`config.mk`:
```
export PLATFORM = sky130hd
export DESIGN_NAME = rv32imf_apu_result_queue
export DESIGN_NICKNAME = d
export VERILOG_FILES = /design/src/rtl/rv32imf_apu_result_queue.sv
export SDC_FILE = /design/constraint.sdc
export NUM_CORES = 1
export LEC_CHECK = 0
export BUFFER_PORTS_ARGS = -buffer_cell sky130_fd_sc_hd__buf_2
export CAP_MARGIN = 25
export CORE_MARGIN = 3
export CORE_UTILIZATION = 45
export DETAILED_ROUTE_END_ITERATION = 8
export GPL_TIMING_DRIVEN = 0
export PLACE_DENSITY = 0.76
export SLEW_MARGIN = 20
export SYNTH_ARGS = -nofsm -noshare
export SYNTH_HDL_FRONTEND = slang
export SYNTH_SLANG_ARGS = --single-unit
```
`constraint.sdc`:
```
create_clock -name clk -period 4.1 [get_ports clk]
set_clock_uncertainty 0.05 [all_clocks]
set_input_delay 0.41 -clock clk [delete_from_list [all_inputs] [get_ports clk]]
set_output_delay 0.41 -clock clk [all_outputs]
set_load 0.02 [all_outputs]
```
`src/rtl/rv32imf_apu_result_queue.sv`:
```
// APU writeback buffer: in-order DEPTH-entry FIFO of {waddr, result, fflags} with
// zero-latency bypass when empty and per-register pending-write hazard detection.
module rv32imf_apu_result_queue #(
  parameter  int DEPTH   = 4,
  parameter  int DATA_W  = 32,
  parameter  int ADDR_W  = 6,
  parameter  int FLAGS_W = 5,
  parameter  int NQUERY  = 3,
  localparam int CNT_W   = $clog2(DEPTH+1),
  localparam int PTR_W   = (DEPTH > 1) ? $clog2(DEPTH) : 1
) (
  input  logic                     clk,
  input  logic                     rst_n,
  input  logic                     flush_i,
  input  logic                     apu_rvalid_i,
  input  logic [DATA_W-1:0]        apu_result_i,
  input  logic [FLAGS_W-1:0]       apu_flags_i,
  input  logic [ADDR_W-1:0]        apu_waddr_i,
  output logic                     apu_ready_o,
  input  logic                     wb_block_i,
  output logic                     wb_valid_o,
  output logic [ADDR_W-1:0]        wb_waddr_o,
  output logic [DATA_W-1:0]        wb_wdata_o,
  output logic [FLAGS_W-1:0]       wb_fflags_o,
  output logic                     wb_fflags_we_o,
  input  logic [NQUERY*ADDR_W-1:0] query_addr_i,
  input  logic [NQUERY-1:0]        query_valid_i,
  output logic [NQUERY-1:0]        hazard_o,
  output logic [CNT_W-1:0]         count_o,
  output logic                     empty_o,
  output logic                     full_o,
  output logic                     overflow_o
);

  typedef struct packed {
    logic [ADDR_W-1:0]  waddr;
    logic [DATA_W-1:0]  data;
    logic [FLAGS_W-1:0] flags;
  } entry_t;

  entry_t           mem_q [DEPTH];
  logic [DEPTH-1:0] vld_q;
  logic [PTR_W-1:0] rd_q, wr_q;
  logic [CNT_W-1:0] count_q;
  logic             ovf_q;

  logic   empty, full, bypass, pop, push, ovf_set;
  entry_t in_ent;

  function automatic logic [PTR_W-1:0] ptr_inc(input logic [PTR_W-1:0] p);
    return (p == PTR_W'(DEPTH-1)) ? '0 : p + 1'b1;
  endfunction

  assign in_ent = '{waddr: apu_waddr_i, data: apu_result_i, flags: apu_flags_i};

  assign empty   = (count_q == '0);
  assign full    = (count_q == CNT_W'(DEPTH));
  // Queued entries always win the port, so bypass only happens when empty.
  assign bypass  = ~flush_i & empty & ~wb_block_i & apu_rvalid_i;
  assign pop     = ~flush_i & ~empty & ~wb_block_i;
  assign push    = ~flush_i & apu_rvalid_i & ~bypass & (~full | pop);
  assign ovf_set = ~flush_i & apu_rvalid_i & full & ~pop;

  always_ff @(posedge clk or negedge rst_n) begin
    if (!rst_n) begin
      rd_q    <= '0;
      wr_q    <= '0;
      count_q <= '0;
      ovf_q   <= 1'b0;
      vld_q   <= '0;
      for (int e = 0; e < DEPTH; e++) mem_q[e] <= '0;
    end else if (flush_i) begin
      rd_q    <= '0;
      wr_q    <= '0;
      count_q <= '0;
      ovf_q   <= 1'b0;
      vld_q   <= '0;
    end else begin
      // Pop before push: when full both pointers alias and the new entry must stay valid.
      if (pop) begin
        vld_q[rd_q] <= 1'b0;
        rd_q        <= ptr_inc(rd_q);
      end
      if (push) begin
        mem_q[wr_q] <= in_ent;
        vld_q[wr_q] <= 1'b1;
        wr_q        <= ptr_inc(wr_q);
      end
      count_q <= count_q + CNT_W'(push) - CNT_W'(pop);
      if (ovf_set) ovf_q <= 1'b1;
    end
  end

  always_comb begin
    wb_valid_o  = 1'b0;
    wb_waddr_o  = '0;
    wb_wdata_o  = '0;
    wb_fflags_o = '0;
    if (pop) begin
      wb_valid_o  = 1'b1;
      wb_waddr_o  = mem_q[rd_q].waddr;
      wb_wdata_o  = mem_q[rd_q].data;
      wb_fflags_o = mem_q[rd_q].flags;
    end else if (bypass) begin
      wb_valid_o  = 1'b1;
      wb_waddr_o  = apu_waddr_i;
      wb_wdata_o  = apu_result_i;
      wb_fflags_o = apu_flags_i;
    end
  end

  for (genvar g = 0; g < NQUERY; g++) begin : g_query
    logic [ADDR_W-1:0] qa;
    logic              hit;
    assign qa = query_addr_i[g*ADDR_W +: ADDR_W];
    // Entry popped this cycle is still valid here; its write lands at the edge.
    always_comb begin
      hit = apu_rvalid_i && (apu_waddr_i == qa);
      for (int e = 0; e < DEPTH; e++)
        if (vld_q[e] && (mem_q[e].waddr == qa)) hit = 1'b1;
    end
    assign hazard_o[g] = query_valid_i[g] & hit;
  end

  assign wb_fflags_we_o = wb_valid_o;
  assign apu_ready_o    = ~full;
  assign count_o        = count_q;
  assign empty_o        = empty;
  assign full_o         = full;
  assign overflow_o     = ovf_q;

endmodule

```
==> results.json <==
{
  "via_count": 6639,
  "slew_headroom_pct": 39.5,
  "num-nets-final": 980,
  "floorplan.die.width_um": 153,
  "portBuffers": 98,
  "global_route_wire_length_before_repair_mm": 38.7,
  "grt_start_max_net_pins": 100,
  "cts.repair.resized": 0,
  "timing.max_cap.violations": 0,
  "number_of_clock_sinks": 184,
  "multi_input_area_um2": 4880,
  "place_congestion": 0.917,
  "synthesized_net_count": 860,
  "ctsRootBufferMaster": "clkbuf_16",
  "synthDominantAreaCellType": "dfrtp_1",
  "coreArea_um2": 21200,
  "synth.yosys.seq_area_share_pct": 47.0,
  "place.detailed.hpwl_mm": 17.2,
  "synth_seq_cells": 184,
  "worst_hold_slack_ps": 208,
  "post_route_cells_drive_above_1_share_pct": 39.4,
  "finish.utilization_pct": 53.3,
  "post-synth-top-count-cell": "dfrtp_1",
  "ys_top_cells_by_area": "dfrtp_1 (47%), mux2_2 (18%), mux4_2 (9.9%)",
  "drt-pass1-iter-count": 4,
  "critical-path-slowest-cell": "clkbuf_1",
  "drcViolationCount": 0,
  "pin_slew_with_the_least_headroom_to_its_limit_ps": 901,
  "timing.critical_path.to_type": "output pin",
  "hold_viol_final": 0,
  "setup_repair_after_global_routing_missed_its_margin": "no",
  "diodes": 0,
  "grt_antenna_before_repair": 0,
  "avgViaCountPerCell": 5.58,
  "syn_area_um2": 9790,
  "wire_per_inst_um": 20.4,
  "initial_utilization_pct": 46.1,
  "report.final.slew_viol_count": 0,
  "cts_made_buffers": 17,
  "yosys_warning_total": 0,
  "timing.fmax_ghz": 0.299,
  "fp-row-count": 53,
  "worst_ep_arrival_time_ps": 2890,
  "die_height_um": 153,
  "synth_flop_cell": "dfrtp_1",
  "synth_cells": 781,
  "globalRoute.totalOverflow": 0,
  "final_count_of_negative_setup_slack_endpoints": 0,
  "worst-r2r-cell-count": 9,
  "final.period_utilization_pct": 81.6,
  "post-route-worst-setup-slack_ps": 753,
  "cp_data_required_time_ps": 3640,
  "detailedPlace.worstSlack_ps": 1210,
  "worst_path_largest_cell_delay_ps": 520,
  "postSynth.asyncResetShare_pct": 100,
  "cp.buffers_inverters": 3,
  "post_synth_num_cell_types": 36,
  "worst_path_dominant_cell_family": "buffers and inverters",
  "die_area_um2": 23600,
  "clock_tree.htree_level_count": 4,
  "worstPathCellList": "nor3_1, or3_1, clkbuf_1, buf_1, nand3_1, nand2_1, buf_2",
  "setup.worst_path.start_class": "flip-flop",
  "first_global_vias": 7055,
  "postSynthAreaPerCell_um2": 12.5,
  "area.growth.synth_to_final_pct": 15.5,
  "worst_setup_hold_path_clk_slew_ps": 70,
  "postRouteAntennaNets": 0,
  "hold_depth": 2,
  "clk_path_buf_depth": 2,
  "synth.cells.most_frequent": "dfrtp_1 (184), mux2_2 (160), nand2_1 (95), xnor2_1 (53), nand3_1 (45)",
  "status": "complete, no violations",
  "synth_largest_type_area_fraction_pct": 47.0,
  "design.portCount": 124,
  "final.setup.tns_ps": 0,
  "path_depth": 7,
  "total_routing_usage_gr_pct": 21.0,
  "drt_iter0_markers": 504,
  "power_density_nw_per_um2": 587,
  "leakagePower_uw": 0.00536,
  "cts_tree": "done",
  "period_minus_slack_ps": 3350,
  "cp_max_fo": 10,
  "fillCellCount": 1866,
  "synth_enable_flop_cells": 0,
  "layout.area.seq_um2": 4600,
  "hold_path_class": "input port to flip-flop",
  "path_class": "flip-flop to output pin",
  "clock_latency_ps": 430,
  "max-vdd-ir-drop_v": 0.000373,
  "postRouteWirelength_mm": 24.3
}
[placed cells by master, fill, tap and decap left out, types with 2 or more instances in the layout]
cell	n
or4_1	2
xnor2_1	53
nand2_4	4
mux2_1	12
a21oi_1	2
nand4_1	15
buf_2	118
dfrtp_1	184
nand3_1	45
o41a_1	3
or3_1	2
o41ai_1	2
mux2_2	160
clkbuf_8	3
clkbuf_16	17
nand3b_1	4
bufinv_16	3
buf_16	2
buf_1	6
nand2_1	95
clkinv_2	4
nor4_1	9
xor2_1	40
mux4_2	43
o31ai_1	2
inv_1	6
clkbuf_1	43
nor2_1	10
nor3_1	2
ha_1	9
[report_power, final]
part / switching, uW / internal [uW]
sequential: 394 / 2360
combinational: 1000 / 1200
clock: 675 / 1010
total: 2070 / 4560
[logic make-up (layout without fill, tap and decap cells)]
family	count (synthesis)	in the layout	share of synthesized area, %
AOI/OAI and AO/OA	13	13	1.15
adders and majority gates	10	10	1.36
muxes	215	215	29.7
and+or+nand+nor	193	193	9.34
buffers and inverters	73	206	3.11
xor gates and xnor gates	93	93	8.32
DFF	184	184	47.0
[cell type report]
cell class	count	area share [%]
repair buffers	101	5.00
multi-input cells	524	43.2
flip-flops and latches	184	40.7
inverters	6	0.199
clock buffers	24	4.26
well taps	275	3.04
clock inverters	8	1.05
plain buffers	67	2.49
[worst register-to-register path, stage by stage (launching register included)]
cell and delay (ps):
dfrtp_1 450, nor3_1 340, or3_1 190, clkbuf_1 520
nor2_1 150, a21o_1 190, ha_1 170, inv_1 70
fa_1 410, nor2_1 90
[flip-flops by register name (all words and copies together) (netlist names)]
name / count
mem_q: 172
vld_q: 4
count_o: 3
rd_q: 2
wr_q: 2
overflow_o: 1
[per-stage QoR]
| stage | instances | area (um^2) | total power (uW) |
|---|---|---|---|
| 2_1_floorplan | 781 | 9790 | 4360 |
| 3_3_place_gp | 1154 | 10600 | 4890 |
| 3_5_place_dp | 1156 | 10700 | 4980 |
| 4_1_cts | 1189 | 11300 | 6680 |
| 5_1_grt | 1189 | 11300 | 7000 |
| 6_report | 1189 | 11300 | 6630 |
[worst paths after layout]
check                                    start              to  slack, ps
max in group asynchronous                rst_n      mem_q[131]       2630
worst min-delay path            apu_flags_i[0]       mem_q[43]        210
worst min register to register       mem_q[43]       mem_q[43]        450
min in group asynchronous                rst_n      mem_q[147]        350
worst max-delay path                count_o[1]  wb_wdata_o[19]        750
worst max register to register      count_o[1]      count_o[1]       1410
[routing by layer]
metal / global-route usage, % / vias up / wire length, um
li1: - / 3009 / -
met4: 6.35 / 0 / 526
met1: 28.3 / 3403 / 10500
met5: 0 / - / 0
met3: 4.56 / 35 / 1390
met2: 34.3 / 192 / 11900
[what timing repair did]
action | 4_1_cts | 5_1_grt
setup buffers | 0 | 0
setup endpoints to repair | 0 | 0
hold endpoints to repair | 20 | 0
hold buffers | 1 | 0
No activity file was read; power rests on OpenSTA's default activity.
